==> src/rtl/rt_pixel_packer.sv <==
// -----------------------------------------------------------------------------
// rt_pixel_packer
//
// Packs a stream of 24-bit RGB pixels (one per in_valid/in_ready handshake)
// into a 32-bit AXI4-Stream video bus. Default mode is 24 bpp packed: the
// byte stream R0 G0 B0 R1 G1 B1 ... fills word lanes from lane 0 upward, so
// four pixels make three words. A line that ends mid-word is flushed with
// PAD_BYTE in the unused lanes.
//
// Optional feature: define RT_PACKER_RGBX_EN to emit one word per pixel,
// {PAD_BYTE, B, G, R}, with in_sof/in_last_x mapped straight to tuser/tlast.
//
// Handshake semantics (both sides): a transfer happens on a rising clk edge
// where valid & ready are both 1. valid, once raised, is held with stable
// payload until the transfer. in_ready is a combinational function of the
// FSM state, out_tvalid and out_tready only (never of in_valid).
//
// Ports:
//   clk, reset_n         single clock, asynchronous active-low reset
//   in_valid/in_ready    pixel handshake
//   in_r, in_g, in_b     pixel colour
//   in_sof               first pixel of a frame
//   in_last_x            last pixel of a line
//   out_tdata[31:0]      stream word, lane 0 = [7:0]
//   out_tvalid/tready    stream handshake
//   out_tlast            last word of a line
//   out_tuser            first word of a frame
//   misalign_err         sticky: in_sof arrived with bytes still held
//   dbg_state            FSM state (0 = PACK, 1 = FLUSH)
//   dbg_ph[1:0]          packing phase
// -----------------------------------------------------------------------------
module rt_pixel_packer #(
    parameter logic [7:0] PAD_BYTE = 8'h00
) (
    input  logic        clk,
    input  logic        reset_n,
    input  logic        in_valid,
    input  logic [7:0]  in_r,
    input  logic [7:0]  in_g,
    input  logic [7:0]  in_b,
    input  logic        in_sof,
    input  logic        in_last_x,
    output logic        in_ready,
    output logic [31:0] out_tdata,
    output logic        out_tvalid,
    input  logic        out_tready,
    output logic        out_tlast,
    output logic        out_tuser,
    output logic        misalign_err,
    output logic        dbg_state,
    output logic [1:0]  dbg_ph
);

    typedef enum logic {
        ST_PACK  = 1'b0,
        ST_FLUSH = 1'b1
    } state_t;

    state_t      r_state;
    logic [1:0]  r_ph;
    logic [7:0]  r_h0;
    logic [7:0]  r_h1;
    logic [7:0]  r_h2;
    logic [31:0] r_flush_word;
    logic        r_pend_user;
    logic        r_err;
    logic [31:0] r_tdata;
    logic        r_tvalid;
    logic        r_tlast;
    logic        r_tuser;

    logic        w_out_free;
    logic        w_in_ready;
    logic        w_acc;

    state_t      w_nxt_state;
    logic [1:0]  w_nxt_ph;
    logic [1:0]  w_ph_eff;
    logic [7:0]  w_nxt_h0;
    logic [7:0]  w_nxt_h1;
    logic [7:0]  w_nxt_h2;
    logic [31:0] w_nxt_flush;
    logic        w_nxt_pend;
    logic        w_nxt_err;
    logic        w_user_now;
    logic        w_load;
    logic [31:0] w_word;
    logic        w_wlast;
    logic        w_wuser;

    // The output register can take a new word when empty or being drained.
    assign w_out_free = !r_tvalid || out_tready;
    assign w_in_ready = (r_state == ST_PACK) && w_out_free;
    assign w_acc      = in_valid && w_in_ready;

    always_comb begin
        w_nxt_state = r_state;
        w_nxt_ph    = r_ph;
        w_ph_eff    = r_ph;
        w_nxt_h0    = r_h0;
        w_nxt_h1    = r_h1;
        w_nxt_h2    = r_h2;
        w_nxt_flush = r_flush_word;
        w_nxt_pend  = r_pend_user;
        w_nxt_err   = r_err;
        w_user_now  = 1'b0;
        w_load      = 1'b0;
        w_word      = r_tdata;
        w_wlast     = 1'b0;
        w_wuser     = 1'b0;

`ifdef RT_PACKER_RGBX_EN
        // One word per pixel; phase, hold bytes and FLUSH stay idle.
        if (w_acc) begin
            w_load  = 1'b1;
            w_word  = {PAD_BYTE, in_b, in_g, in_r};
            w_wlast = in_last_x;
            w_wuser = in_sof;
        end
`else
        case (r_state)
            ST_PACK: begin
                if (w_acc) begin
                    // A frame start always restarts packing at phase 0;
                    // any bytes still held from the old line are dropped.
                    w_ph_eff = in_sof ? 2'd0 : r_ph;
                    if (in_sof && (r_ph != 2'd0)) begin
                        w_nxt_err = 1'b1;
                    end
                    w_user_now = r_pend_user || in_sof;

                    case (w_ph_eff)
                        2'd0: begin
                            if (in_last_x) begin
                                w_load  = 1'b1;
                                w_word  = {PAD_BYTE, in_b, in_g, in_r};
                                w_wlast = 1'b1;
                            end else begin
                                w_nxt_h0 = in_r;
                                w_nxt_h1 = in_g;
                                w_nxt_h2 = in_b;
                            end
                        end
                        2'd1: begin
                            // h0..h2 = R0 G0 B0
                            w_load   = 1'b1;
                            w_word   = {in_r, r_h2, r_h1, r_h0};
                            w_nxt_h0 = in_g;
                            w_nxt_h1 = in_b;
                            if (in_last_x) begin
                                w_nxt_flush = {PAD_BYTE, PAD_BYTE, in_b, in_g};
                                w_nxt_state = ST_FLUSH;
                            end
                        end
                        2'd2: begin
                            // h0,h1 = G1 B1
                            w_load   = 1'b1;
                            w_word   = {in_g, in_r, r_h1, r_h0};
                            w_nxt_h0 = in_b;
                            if (in_last_x) begin
                                w_nxt_flush = {PAD_BYTE, PAD_BYTE, PAD_BYTE, in_b};
                                w_nxt_state = ST_FLUSH;
                            end
                        end
                        default: begin
                            // h0 = B2
                            w_load  = 1'b1;
                            w_word  = {in_b, in_g, in_r, r_h0};
                            w_wlast = in_last_x;
                        end
                    endcase

                    w_wuser    = w_user_now;
                    // The user flag rides on the first word that actually goes out.
                    w_nxt_pend = w_load ? 1'b0 : w_user_now;
                    w_nxt_ph   = in_last_x ? 2'd0 : (w_ph_eff + 2'd1);
                end
            end
            ST_FLUSH: begin
                if (w_out_free) begin
                    w_load      = 1'b1;
                    w_word      = r_flush_word;
                    w_wlast     = 1'b1;
                    w_wuser     = r_pend_user;
                    w_nxt_pend  = 1'b0;
                    w_nxt_state = ST_PACK;
                end
            end
            default: begin
                w_nxt_state = ST_PACK;
            end
        endcase
`endif
    end

    always_ff @(posedge clk or negedge reset_n) begin
        if (!reset_n) begin
            r_state      <= ST_PACK;
            r_ph         <= 2'd0;
            r_h0         <= 8'h00;
            r_h1         <= 8'h00;
            r_h2         <= 8'h00;
            r_flush_word <= 32'h0;
            r_pend_user  <= 1'b0;
            r_err        <= 1'b0;
        end else begin
            r_state      <= w_nxt_state;
            r_ph         <= w_nxt_ph;
            r_h0         <= w_nxt_h0;
            r_h1         <= w_nxt_h1;
            r_h2         <= w_nxt_h2;
            r_flush_word <= w_nxt_flush;
            r_pend_user  <= w_nxt_pend;
            r_err        <= w_nxt_err;
        end
    end

    // Output register: payload only changes when a new word is loaded, so it
    // stays stable through a stall.
    always_ff @(posedge clk or negedge reset_n) begin
        if (!reset_n) begin
            r_tdata  <= 32'h0;
            r_tvalid <= 1'b0;
            r_tlast  <= 1'b0;
            r_tuser  <= 1'b0;
        end else if (w_out_free) begin
            r_tvalid <= w_load;
            if (w_load) begin
                r_tdata <= w_word;
                r_tlast <= w_wlast;
                r_tuser <= w_wuser;
            end
        end
    end

    assign in_ready     = w_in_ready;
    assign out_tdata    = r_tdata;
    assign out_tvalid   = r_tvalid;
    assign out_tlast    = r_tlast;
    assign out_tuser    = r_tuser;
    assign misalign_err = r_err;
    assign dbg_state    = r_state;
    assign dbg_ph       = r_ph;

endmodule

==> config.mk <==
export PLATFORM = sky130hd
export DESIGN_NAME = rt_pixel_packer
export DESIGN_NICKNAME = d
export VERILOG_FILES = /design/src/rtl/rt_pixel_packer.sv
export SDC_FILE = /design/constraint.sdc
export NUM_CORES = 1
export LEC_CHECK = 0
export BUFFER_PORTS_ARGS = -buffer_cell sky130_fd_sc_hd__buf_4
export CORE_ASPECT_RATIO = 0.5
export CORE_UTILIZATION = 52
export DETAILED_ROUTE_END_ITERATION = 6
export GPL_TIMING_DRIVEN = 0
export PLACE_DENSITY = 0.85
export SYNTH_ARGS = -nofsm -noshare
export SYNTH_HDL_FRONTEND = slang
export SYNTH_SLANG_ARGS = --single-unit
==> constraint.sdc <==
create_clock -name clk -period 2.1 [get_ports clk]
set_clock_uncertainty 0.2 [all_clocks]
set_input_delay 0.105 -clock clk [delete_from_list [all_inputs] [get_ports clk]]
set_output_delay 0.105 -clock clk [all_outputs]
set_load 0.02 [all_outputs]
# == Yosys cells after proc, flatten, opt, wreduce, memory -nomap -nowiden ==
# Cells that the tools add are included.
# word_totals
wordCells,77
reg_bits,96
# op_classes
reduce_logical,21
add_sub_neg,1
n_mux,33
bitwise,2
eq_ne,8
# ops
cell,count
32-bit two-way mux,4
32-bit one-hot mux with 2 select lines,2
32-bit one-hot mux with 3 select lines,1
8-bit one-hot mux with 3 select lines,1
8-bit two-way mux,2
8-bit one-hot mux with 2 select lines,1
4-bit AND reduction,4
1-bit two-way mux,14
1-bit one-hot mux with 2 select lines,6
"2-bit inequality test, second input constant",4
2-bit AND reduction,3
2-bit nonzero test,3
5-bit AND reduction,1
2-bit two-way mux,2
1-bit logical AND,3
"3-bit inequality test, second input constant",1
3-bit AND reduction,1
3-bit nonzero test,1
"2-bit by 1-bit adder with 2-bit output, second input constant",1
"2-bit by 1-bit == test with 1-bit output, second input constant",1
"2-bit == test, second input constant",1
2-bit zero test,1
1-bit logical OR,2
"2-bit by 1-bit inequality test with 1-bit output, second input constant",1
3 further kinds,4

# == Depth between registers and ports, before layout ==
# Gate-level depths: netlist of the first run.
# depth
word_depth,9
mapped_depth,8
ltp_nobuf,6

# == Least setup slack after synthesis of the first run ==
# OpenSTA, ideal clock, no wires.
# synth_timing
kind,register to register
startpoint,reg r_ph[0] (netlist: dbg_ph[0])
endpoint,reg r_tdata[3] (netlist: out_tdata[3])
arrival_time_ps,2056
required_time_ps,1778
synth_period_minus_slack_ps,2377
n_path_buf,2
path_stages_with_launch,9
slack_ps,-277
cell_sequence,dfrtp_1 nand2b_1 inv_1 ha_1 buf_6 or3_4 buf_6 a221o_1 a32o_1
# synth_between
elab_chain_cells,8
# synth_rtl
element,line,source
start: declaration,60,logic [1:0] r_ph;
start signal: assignment,208,r_ph <= w_nxt_ph;
2-bit two-way mux (*),126,w_ph_eff = in_sof ? 2'd0 : r_ph;
2-bit zero test,132,case (w_ph_eff)
1-bit two-way mux,132,
1-bit two-way mux,123,if (w_acc) begin
1-bit two-way mux,121,case (r_state)
1-bit two-way mux,123,
1-bit one-hot mux with 2 select lines,121,
4-bit AND reduction (no source line),--,
end signal: assignment,229,r_tdata <= w_word;
end: declaration,67,logic [31:0] r_tdata;
# Mark *: on every way between the ends. The rest lies on a longest branch, timed or not. The select of a mux whose other input is x is not followed.
# A chain may end at the register's enable or synchronous reset.

# == Worst setup path after layout of the first run ==
# layout_timing
startpoint,reg r_ph[0] (netlist: dbg_ph[0])
endpoint,reg r_tdata[0] (netlist: out_tdata[0])
# The elaborated chain is that of the path after synthesis.

==> results.txt, run 1 <==
----------------------------------------------------
[Place]
  Placed cell count ... 636
  Final GP Congestion ... 0.999
  Total cell area at the placement stage ... 5350 um2
  Pre-CTS setup slack ... -0.470 ns
  Total of buffers placed on input and output ports ... 69
  Post-detail-place hpwl ... 10,500 um

[Floorplan]
  Floorplan die height ... 69.0 um
  Die width ... 136 um
  Number of standard-cell rows in the floorplan ... 23
  I/O pin total ... 70
  Initial Util ... 55.9%
  Placeable core region ... 8350 um2
  Full die area ... 9380 um2

[Final layout]
  Area Growth Syn to Fin ... 30.4%
  Proportion of layout cells with a drive suffix above 1 ... 36.1%
  Area taken by flip-flops and latches ... 2000 um2
  Net count, final ... 588
  Design area ... 6080 um2
  Final cell utilization of the core ... 72.9%
  Antenna diodes ... 0
  Leading cell type in the layout, fill and taps excluded ... buf_4
  Top library cells by usage in the layout, fill and taps aside ... buf_4, dfrtp_1, inv_1, a21oi_1, nand2_1
  Fillcell total ... 590
  Total area of multi-input combinational cells ... 2530 um2
  Final cell count without fillers ... 671

[STA]
  Normalized max-slew margin ... 30.1%
  Measured slew at the worst slew-check pin ... 1.05 ns
  Shortest clock period the worst path allows after layout ... 2.21 ns
  Final setup violation count ... 10
  Post-Route Hold Slack ... 0.0281 ns
  Final-report hold violation count ... 0
  Max-slew violation total from the final report ... 0
  Setup ws final ... -0.112 ns
  Unrepaired setup endpoints after global routing ... yes
  Achievable clock frequency ... 0.452 GHz
  Part of the cycle the worst path needs ... 105%

[GRT]
  Number of global-route vias before repair ... 4,309
  Combined global-route utilization of all metal layers ... 34.5%
  Residual overflow from global routing ... 0
  Maximum number of pins on one net before global-route repair ... 81
  First-pass GRT wire length ... 23,500 um
  Initial antenna violation count ... 0

[Critical path]
  Critical path capture point type ... register
  Data required time of the worst path ... 2.13 ns
  Reg2Reg Capture Point ... out_tdata[0]
  Reg-to-reg critical path startpoint ... dbg_ph[0]
  Crit-path max FO ... 8
  Critical Setup Path Class ... register to register
  Slowest library cell on the worst path ... dfrtp_2
  Critical path startpoint category ... register
  Sequence of cells on the critical path ... nand2b_4, inv_4, ha_4, or3_4, a221o_1, a32o_1
  Critical Path Source ... dbg_ph[0]
  Reg-to-reg setup timing slack ... -0.11 ns
  Critical path data arrival time ... 2.24 ns
  Max incr delay on CP ... 0.43 ns
  Setup crit end ... out_tdata[0]
  Number of cells on the worst reg-to-reg path ... 6

[Routing]
  Number of design-rule violations left by the first detailed-router iteration ... 833
  Iteration count of the initial detailed-routing pass ... 7
  Via-to-Cell Ratio ... 6.99
  Post-detailed-route count of antenna-violating nets ... 0
  DRC violations left ... 16
  Final wirelength ... 15,900 um
  Via count ... 4,689
  Post-DR wirelength/cell ... 23.6 um

[Power]
  VDD IR max ... 808 uV
  Power per standard cell area ... 1090 nW/um2
  Leakage power summed over all cells ... 0.00260 uW

[CTS]
  TritonCTS clock tree ... built
  TritonCTS buffer count ... 9
  Sinks on Clock Net ... 80
  CTS clk-pin slew, worst paths ... 0.07 ns
  Maximum clock insertion buffer count ... 2
  Worst-Skew Late Latency ... 0.35 ns
  Htree depth ... 3
  Root buf cell ... clkbuf_16

[Synth]
  Flip-flop and latch count after synthesis ... 80
  Yosys warning count ... 0
  Nets in the synthesized netlist ... 489
  Fraction of registers with async set or reset after synthesis ... 100%
  Number of synthesized flops with an enable pin ... 0
  Count of distinct cell types in the synthesized netlist ... 44
  Leading post-synthesis cells by cell area ... dfrtp_1, mux2_2, a221o_1
  Top cell type's share of synthesized area ... 42.9%
  Area leader, netlist ... dfrtp_1
  Mean instance size in the synthesized netlist ... 10.3 um2
  Cell area after synthesis ... 4670 um2
  Sequential share of the synthesized area ... 42.9%
  Number of instances in the synthesized netlist ... 455
  Top FF cell, synth ... dfrtp_1

[Hold path]
  Worst Hold Path Cells ... 4
  Class of the worst hold path ... input pin to register
  Critical hold path startpoint ... in_r[1]

[Outcome]
  Violations in the final reports ... design-rule violations, negative setup slack
  Status ... complete, but fails checks

[Run]
  Max-cap check violation count ... 0

----------------------------------------------------
kinds of logic (layout without fill, tap and decap cells):
family | count (synthesis) | count (layout) | share of synthesized area [%]
buffers and inverters | 81 | 185 | 7.32
AND/OR/NAND/NOR | 83 | 83 | 11.3
AO/OA/AOI/OAI | 174 | 174 | 29.5
adder cells (fa/ha/maj) | 4 | 4 | 1.07
flip-flops | 80 | 80 | 42.9
multiplexers | 33 | 33 | 7.94
synth_stat cells (10+ instances only):
master	count
dfrtp_1	80
or3b_2	16
o21a_1	16
nand2_1	21
nand3b_1	16
a32o_1	16
mux2_2	20
o211ai_1	16
mux2_1	12
a21oi_1	25
inv_1	31
a22oi_1	16
clkbuf_1	27
a221oi_1	16
buf_2	15
a221o_1	16
nor2_1	12
o31ai_1	10
layer usage:
metal | GRT usage (%) | vias to the layer above | share of wire, %
met4 | 12.1 | 0 | 3.3
met2 | 52.6 | 363 | 42
met1 | 47.3 | 2286 | 41
met5 | 0 | - | 0
met3 | 9.87 | 73 | 14
li1 | - | 1967 | -
flip-flops by register name, indices dropped and copies added (netlist names):
name and count:
dbg_ph 2, out_tvalid 1, r_pend_user 1, out_tlast 1, misalign_err 1, r_h1 8, r_h2 8, dbg_state 1
r_flush_word 16, out_tdata 32, out_tuser 1, r_h0 8
critical path: cells and delay by family, from the launching register on:
kind	cells	cell delay, ns
buf+inv	1	0.06
compound gates	2	0.65
simple gates	2	0.56
flops	1	0.43
fa+ha+maj	1	0.19
power by group:
part | internal (uW) | switching (uW) | leakage [uW] | total, uW
clock network | 837 | 663 | 0.000139 | 1500
logic | 1280 | 1460 | 0.00154 | 2750
registers | 2060 | 324 | 0.000919 | 2390
metrics by stage:
step	power [uW]	setup TNS (ns)
6_report	6630	-0.740
5_1_grt	6900	-0.959
4_1_cts	6440	-0.570
3_5_place_dp	4840	-17.36
3_3_place_gp	4760	-15.59
2_1_floorplan	3890	-1.96
worst min path at each step:
| stage | to |
|---|---|
| finish | r_h0[1] |
| global route | r_h0[7] |
| CTS | r_h0[6] |
| detailed placement | r_h1[4] |
| global placement | out_tdata[28] |
| floorplan | dbg_ph[0] |
final cells by class:
class | count | area share, %
multi-input cells | 294 | 41.6
repair buffers | 95 | 12.5
clock buffers | 10 | 3.93
well taps | 112 | 2.30
clock inverters | 6 | 0.720
flip-flops and latches | 80 | 32.9
plain buffers | 42 | 3.97
inverters | 32 | 2.06
repair_timing:
| action | CTS | global route |
|---|---|---|
| hold buffers | 12 | 0 |
| pin swaps | 13 | 10 |
| setup buffers | 10 | 4 |
| setup endpoints to repair | 78 | 59 |
| gates resized for setup | 34 | 45 |
| hold endpoints to repair | 116 | 0 |
| cloned | 0 | 0 |
No activity file was read; power rests on OpenSTA's default activity.
==> run 2: changes to the inputs <==
--- a/constraint.sdc
+++ b/constraint.sdc
@@ -4,2 +4,2 @@
 set_output_delay 0.105 -clock clk [all_outputs]
-set_load 0.02 [all_outputs]
+set_load 0.01 [all_outputs]
==> results.txt, run 2 (synthesized netlist as in run 1, its figures left out) <==
----------------------------------------------------
[Floorplan]
  Die width ... 136 um (unchanged)
  Number of standard-cell rows in the floorplan ... 23 (unchanged)
  Placeable core region ... 8350 um2 (unchanged)
  I/O pin total ... 70 (unchanged)
  Initial Util ... 55.9% (unchanged)
  Floorplan die height ... 69.0 um (unchanged)
  Full die area ... 9380 um2 (unchanged)

[Power]
  Clk pwr share ... 22.6% (about the same)
  VDD IR max ... 674 uV (was 808 uV)
  Total net switching power ... 2300 uW (was 2450 uW)
  Leakage power summed over all cells ... 0.00272 uW (was 0.00260 uW)
  Sw frac ... 35.0% (was 37.0%)
  Power per standard cell area ... 1040 nW/um2 (was 1090 nW/um2)
  Internal power ... 4280 uW (was 4180 uW)
  Logic gate share of total power ... 41.1% (was 41.4%)
  Seq pwr share ... 36.3% (was 36.0%)

[GRT]
  Number of global-route vias before repair ... 4,298 (was 4,309)
  Maximum number of pins on one net before global-route repair ... 81 (unchanged)
  Initial antenna violation count ... 0 (unchanged)
  Combined global-route utilization of all metal layers ... 35.2% (was 34.5%)
  First-pass GRT wire length ... 23,900 um (was 23,500 um)
  Residual overflow from global routing ... 0 (unchanged)

[Place]
  Final GP Congestion ... 1.03 (was 0.999)
  Placed cell count ... 636 (unchanged)
  Post-detail-place hpwl ... 10,500 um (about the same)
  Total of buffers placed on input and output ports ... 69 (unchanged)
  Total cell area at the placement stage ... 5350 um2 (unchanged)
  Pre-CTS setup slack ... -0.549 ns (was -0.470 ns)

[Final layout]
  Total area of multi-input combinational cells ... 2660 um2 (was 2530 um2)
  Leading cell type in the layout, fill and taps excluded ... buf_4 (unchanged)
  Top library cells by usage in the layout, fill and taps aside ... buf_4, dfrtp_1, inv_1, a21oi_1, nand2_1 (unchanged)
  Area taken by flip-flops and latches ... 2000 um2 (about the same)
  Final cell count without fillers ... 677 (was 671)
  Proportion of layout cells with a drive suffix above 1 ... 39.8% (was 36.1%)
  Design area ... 6330 um2 (was 6080 um2)
  Fillcell total ... 524 (was 590)
  Net count, final ... 594 (was 588)
  Antenna diodes ... 0 (unchanged)
  Max FFs per register ... 32 (unchanged)
  Area Growth Syn to Fin ... 35.8% (was 30.4%)

[CTS]
  Maximum clock insertion buffer count ... 2 (unchanged)
  Htree depth ... 3 (unchanged)
  Worst-Skew Late Latency ... 0.35 ns (about the same)
  Sinks on Clock Net ... 80 (unchanged)
  TritonCTS buffer count ... 9 (unchanged)
  CTS clk-pin slew, worst paths ... 0.07 ns (about the same)
  Root buf cell ... clkbuf_16 (unchanged)
  TritonCTS clock tree ... built (unchanged)

[Routing]
  Final wirelength ... 16,900 um (was 15,900 um)
  Post-detailed-route count of antenna-violating nets ... 0 (unchanged)
  DRC violations left ... 1 (was 16)
  Post-DR wirelength/cell ... 25.0 um (was 23.6 um)
  Number of design-rule violations left by the first detailed-router iteration ... 769 (was 833)
  Via count ... 4,757 (was 4,689)
  Iteration count of the initial detailed-routing pass ... 7 (unchanged)
  Via-to-Cell Ratio ... 7.03 (was 6.99)

[Critical path]
  Reg-to-reg setup timing slack ... -0.14 ns (was -0.11 ns)
  Critical Setup Path Class ... register to register (unchanged)
  Number of cells on the worst reg-to-reg path ... 8 (was 6)
  Critical path capture point type ... register (unchanged)
  Reg2Reg Capture Point ... out_tdata[16] (was out_tdata[0])
  Data required time of the worst path ... 2.13 ns (about the same)
  Critical path data arrival time ... 2.27 ns (was 2.24 ns)
  Crit-path max FO ... 7 (was 8)
  Critical path startpoint category ... register (unchanged)
  Reg-to-reg critical path startpoint ... dbg_ph[1] (was dbg_ph[0])

[Hold path]
  Hold Path Sink ... r_h0[0] (was r_h0[1])
  Critical hold path startpoint ... in_r[0] (was in_r[1])
  Worst Hold Path Cells ... 4 (unchanged)
  Class of the worst hold path ... input pin to register (unchanged)

[Outcome]
  Violations in the final reports ... design-rule violations, negative setup slack (unchanged)
  Status ... complete, but fails checks (unchanged)

[STA]
  Final setup violation count ... 38 (was 10)
  Unrepaired setup endpoints after global routing ... yes (unchanged)
  Final-report hold violation count ... 0 (unchanged)
  Measured slew at the worst slew-check pin ... 1.04 ns (was 1.05 ns)
  Achievable clock frequency ... 0.446 GHz (was 0.452 GHz)
  Setup ws final ... -0.141 ns (was -0.112 ns)
  Shortest clock period the worst path allows after layout ... 2.24 ns (was 2.21 ns)
  Part of the cycle the worst path needs ... 107% (was 105%)
  Max-slew violation total from the final report ... 0 (unchanged)
  Normalized max-slew margin ... 30.4% (was 30.1%)

[Run]
  Max-cap check violation count ... 0 (unchanged)

----------------------------------------------------
## run 2: cell types whose count changed in the layout (fill, tap and decap cells not counted), sizes merged
cell	delta
clkbuf	+4
clkinv	-1
buf	+3
## run 2: per-layer routing
metal,vias up,routed length (um),track usage [%]
li1,1981,-,-
met1,2352,6890,47.9
met2,353,7200,52.6
met3,71,2250,10.8
met4,0,543,14.6
met5,-,0,0
## run 2: worst max path at each step
stage,start,endpoint,slack [ns],depth (start not counted)
after floorplan,dbg_ph[1],out_tdata[3],-0.18,8
after global placement,dbg_ph[1],out_tdata[31],-0.48,7
after detailed placement,dbg_ph[1],out_tdata[31],-0.55,7
after CTS,dbg_ph[1],out_tdata[4],-0.13,6
after global routing,dbg_ph[0],out_tdata[30],-0.16,8
final,dbg_ph[1],out_tdata[16],-0.14,8
## run 2: cell type report
type                    count  area share [%]
plain buffers              43            4.25
clock buffers              11            3.83
clock inverters             5           0.494
inverters                  32            1.98
multi-input cells         294            42.0
flip-flops and latches     80            31.6
well taps                 112            2.21
repair buffers            100            13.7
## run 2: power groups by stage
stage	sequential [uW]	combinational, uW	clock, uW
floorplan	2450	1220	0
global placement	2350	2190	0
detailed placement	2370	2240	0
CTS	2350	2360	1470
global route	2440	2850	1560
finish	2390	2700	1490
## run 2: per-stage QoR
| stage | total power (uW) | TNS (ns) | util (%) | hold WS (ns) |
|---|---|---|---|---|
| 2_1_floorplan | 3670 | -2.27 | - | -0.391 |
| 3_3_place_gp | 4540 | -17.24 | 64.1 | 0.130 |
| 3_5_place_dp | 4610 | -22.05 | 64.1 | 0.139 |
| 4_1_cts | 6190 | -0.748 | 70.7 | 0.00196 |
| 5_1_grt | 6850 | -4.57 | 75.9 | 0.0296 |
| 6_report | 6590 | -2.91 | 75.9 | 0.0139 |
## run 2: worst max-delay path, stage by stage (launching register included)
cell and delay (ns):
dfrtp_1 0.41, nand2b_4 0.13, buf_4 0.14, ha_4 0.21
nor2b_4 0.19, a211o_1 0.14, buf_6 0.19, buf_4 0.17
mux2_2 0.33
## run 2: repair_timing
| item | 4_1_cts | 5_1_grt |
|---|---|---|
| endpoints found under the hold margin | 117 | 0 |
| buffers inserted | 9 | 7 |
| hold buffers | 12 | 0 |
| cloned | 0 | 3 |
| pin swaps | 9 | 26 |
| resized for setup | 33 | 92 |
| setup endpoints to repair | 76 | 68 |
==> run 3: changes to the inputs <==
- BUFFER_PORTS_ARGS: -buffer_cell sky130_fd_sc_hd__buf_4 -> -buffer_cell sky130_fd_sc_hd__buf_2
==> results.txt, run 3 (synthesized netlist as in run 1, its figures left out) <==
----------------------------------------------------
[Outcome]
  Status ... complete, but fails checks (unchanged)
  Violations in the final reports ... design-rule violations, negative setup slack (unchanged)

[Final layout]
  Proportion of layout cells with a drive suffix above 1 ... 38.3% (was 39.8%)
  Final cell count without fillers ... 671 (was 677)
  Top library cells by usage in the layout, fill and taps aside ... dfrtp_1, buf_2, inv_1, a21oi_1, nand2_1 (was buf_4, dfrtp_1, inv_1, a21oi_1, nand2_1)
  Leading cell type in the layout, fill and taps excluded ... dfrtp_1 (was buf_4)
  Antenna diodes ... 0 (unchanged)
  Final cell utilization of the core ... 72.7% (was 75.9%)
  Area Growth Syn to Fin ... 30.1% (was 35.8%)
  Net count, final ... 588 (was 594)
  Max FFs per register ... 32 (unchanged)

[Routing]
  DRC violations left ... 80 (was 1)
  Post-DR wirelength/cell ... 24.9 um (was 25.0 um)
  Post-detailed-route count of antenna-violating nets ... 0 (unchanged)
  Iteration count of the initial detailed-routing pass ... 7 (unchanged)
  Via-to-Cell Ratio ... 7.08 (was 7.03)
  Final wirelength ... 16,700 um (was 16,900 um)
  Number of design-rule violations left by the first detailed-router iteration ... 859 (was 769)
  Via count ... 4,749 (was 4,757)

[Floorplan]
  Full die area ... 9380 um2 (unchanged)
  Placeable core region ... 8350 um2 (unchanged)
  Die width ... 136 um (unchanged)
  I/O pin total ... 70 (unchanged)
  Number of standard-cell rows in the floorplan ... 23 (unchanged)
  Initial Util ... 55.9% (unchanged)
  Floorplan die height ... 69.0 um (unchanged)

[STA]
  Unrepaired setup endpoints after global routing ... yes (unchanged)
  Normalized max-slew margin ... 59.5% (was 30.4%)
  Setup ws final ... -0.198 ns (was -0.141 ns)
  Shortest clock period the worst path allows after layout ... 2.30 ns (was 2.24 ns)
  Max-slew violation total from the final report ... 0 (unchanged)
  Achievable clock frequency ... 0.435 GHz (was 0.446 GHz)
  Final-report hold violation count ... 0 (unchanged)
  Measured slew at the worst slew-check pin ... 0.607 ns (was 1.04 ns)
  Part of the cycle the worst path needs ... 109% (was 107%)
  Final setup violation count ... 37 (was 38)
  Total negative slack ... -2.59 ns (was -2.91 ns)

[GRT]
  First-pass GRT wire length ... 24,100 um (was 23,900 um)
  Number of global-route vias before repair ... 4,429 (was 4,298)
  Combined global-route utilization of all metal layers ... 35.6% (was 35.2%)
  Residual overflow from global routing ... 0 (unchanged)
  Maximum number of pins on one net before global-route repair ... 44 (was 81)
  Initial antenna violation count ... 0 (unchanged)

[Critical path]
  Critical path startpoint category ... register (unchanged)
  Reg-to-reg setup timing slack ... -0.20 ns (was -0.14 ns)
  Critical Path Source ... dbg_ph[1] (unchanged)
  Crit-path max FO ... 10 (was 7)
  Critical Setup Path Class ... register to register (unchanged)
  Critical path capture point type ... register (unchanged)
  Reg-to-reg critical path startpoint ... dbg_ph[1] (unchanged)
  Critical path data arrival time ... 2.39 ns (was 2.27 ns)
  Data required time of the worst path ... 2.19 ns (was 2.13 ns)

[CTS]
  TritonCTS clock tree ... built (unchanged)
  CTS clk-pin slew, worst paths ... 0.07 ns (about the same)
  Maximum clock insertion buffer count ... 2 (unchanged)
  TritonCTS buffer count ... 9 (unchanged)
  Worst-Skew Late Latency ... 0.35 ns (about the same)
  Sinks on Clock Net ... 80 (unchanged)
  Root buf cell ... clkbuf_16 (unchanged)
  Htree depth ... 3 (unchanged)

[Hold path]
  Class of the worst hold path ... input pin to asynchronous set/reset pin (was input pin to register)

[Power]
  Leakage power summed over all cells ... 0.00264 uW (was 0.00272 uW)
  VDD IR max ... 568 uV (was 674 uV)
  Power per standard cell area ... 1070 nW/um2 (was 1040 nW/um2)

[Run]
  Max-cap check violation count ... 0 (unchanged)

[Place]
  Total of buffers placed on input and output ports ... 69 (unchanged)
  Pre-CTS setup slack ... -0.507 ns (was -0.549 ns)
  Post-detail-place hpwl ... 10,600 um (was 10,500 um)
  Placed cell count ... 637 (was 636)
  Final GP Congestion ... 0.970 (was 1.03)

----------------------------------------------------
## run 3: worst paths after layout
check,cells after the start,end
min reg2reg,1,misalign_err
min,2,out_tdata[29]
min in group clk,4,r_h0[7]
max reg2reg,8,r_flush_word[0]
max in group asynchronous,3,dbg_ph[0]
max,8,r_flush_word[0]
## run 3: per-layer routing
metal	GRT usage (%)	up-vias	wire, um
met1	45.6	2268	6460
met2	51.8	391	6960
li1	-	1964	-
met4	16.5	0	823
met5	0	-	0
met3	15.9	126	2430
## run 3: final cells by class
class	count	area, um2
sequential	80	2000
fill	567	2270
inverter	32	125
multi-input combinational	294	2620
clock inverter	6	68.8
clock buffer	10	239
timing repair buffer	94	611
buffer	43	268
tap	112	140
## run 3: critical path, stage by stage, from the launching register on
cell	delay, ns
dfrtp_1	0.41
nand2b_4	0.11
buf_4	0.13
ha_4	0.18
buf_4	0.14
clkbuf_2	0.26
nand3b_1	0.20
o41ai_1	0.43
a221o_1	0.17
## run 3: what timing repair did
item | in CTS | in global routing
pin swaps | 16 | 9
setup buffers | 7 | 4
resized for setup | 38 | 75
endpoints found under the setup margin | 77 | 65
endpoints found under the hold margin | 114 | 0
cloned | 0 | 2
hold buffers | 11 | 0
## run 3: stage by stage
step	area (um2)	total power [uW]	hold WS, ns
floorplan	4690	3670	-0.391
global placement	5180	4350	0.172
detailed placement	5200	4440	-0.0998
CTS	5770	6160	0.0283
global route	6070	6760	0.0770
finish	6070	6520	0.0565
## run 3: power breakdown
part / switching [uW] / total, uW / internal (uW) / leakage [uW]
clock: 687 / 1640 / 958 / 0.000149
combinational: 1310 / 2510 / 1200 / 0.00157
sequential: 308 / 2370 / 2060 / 0.000921
total: 2300 / 6520 / 4220 / 0.00264
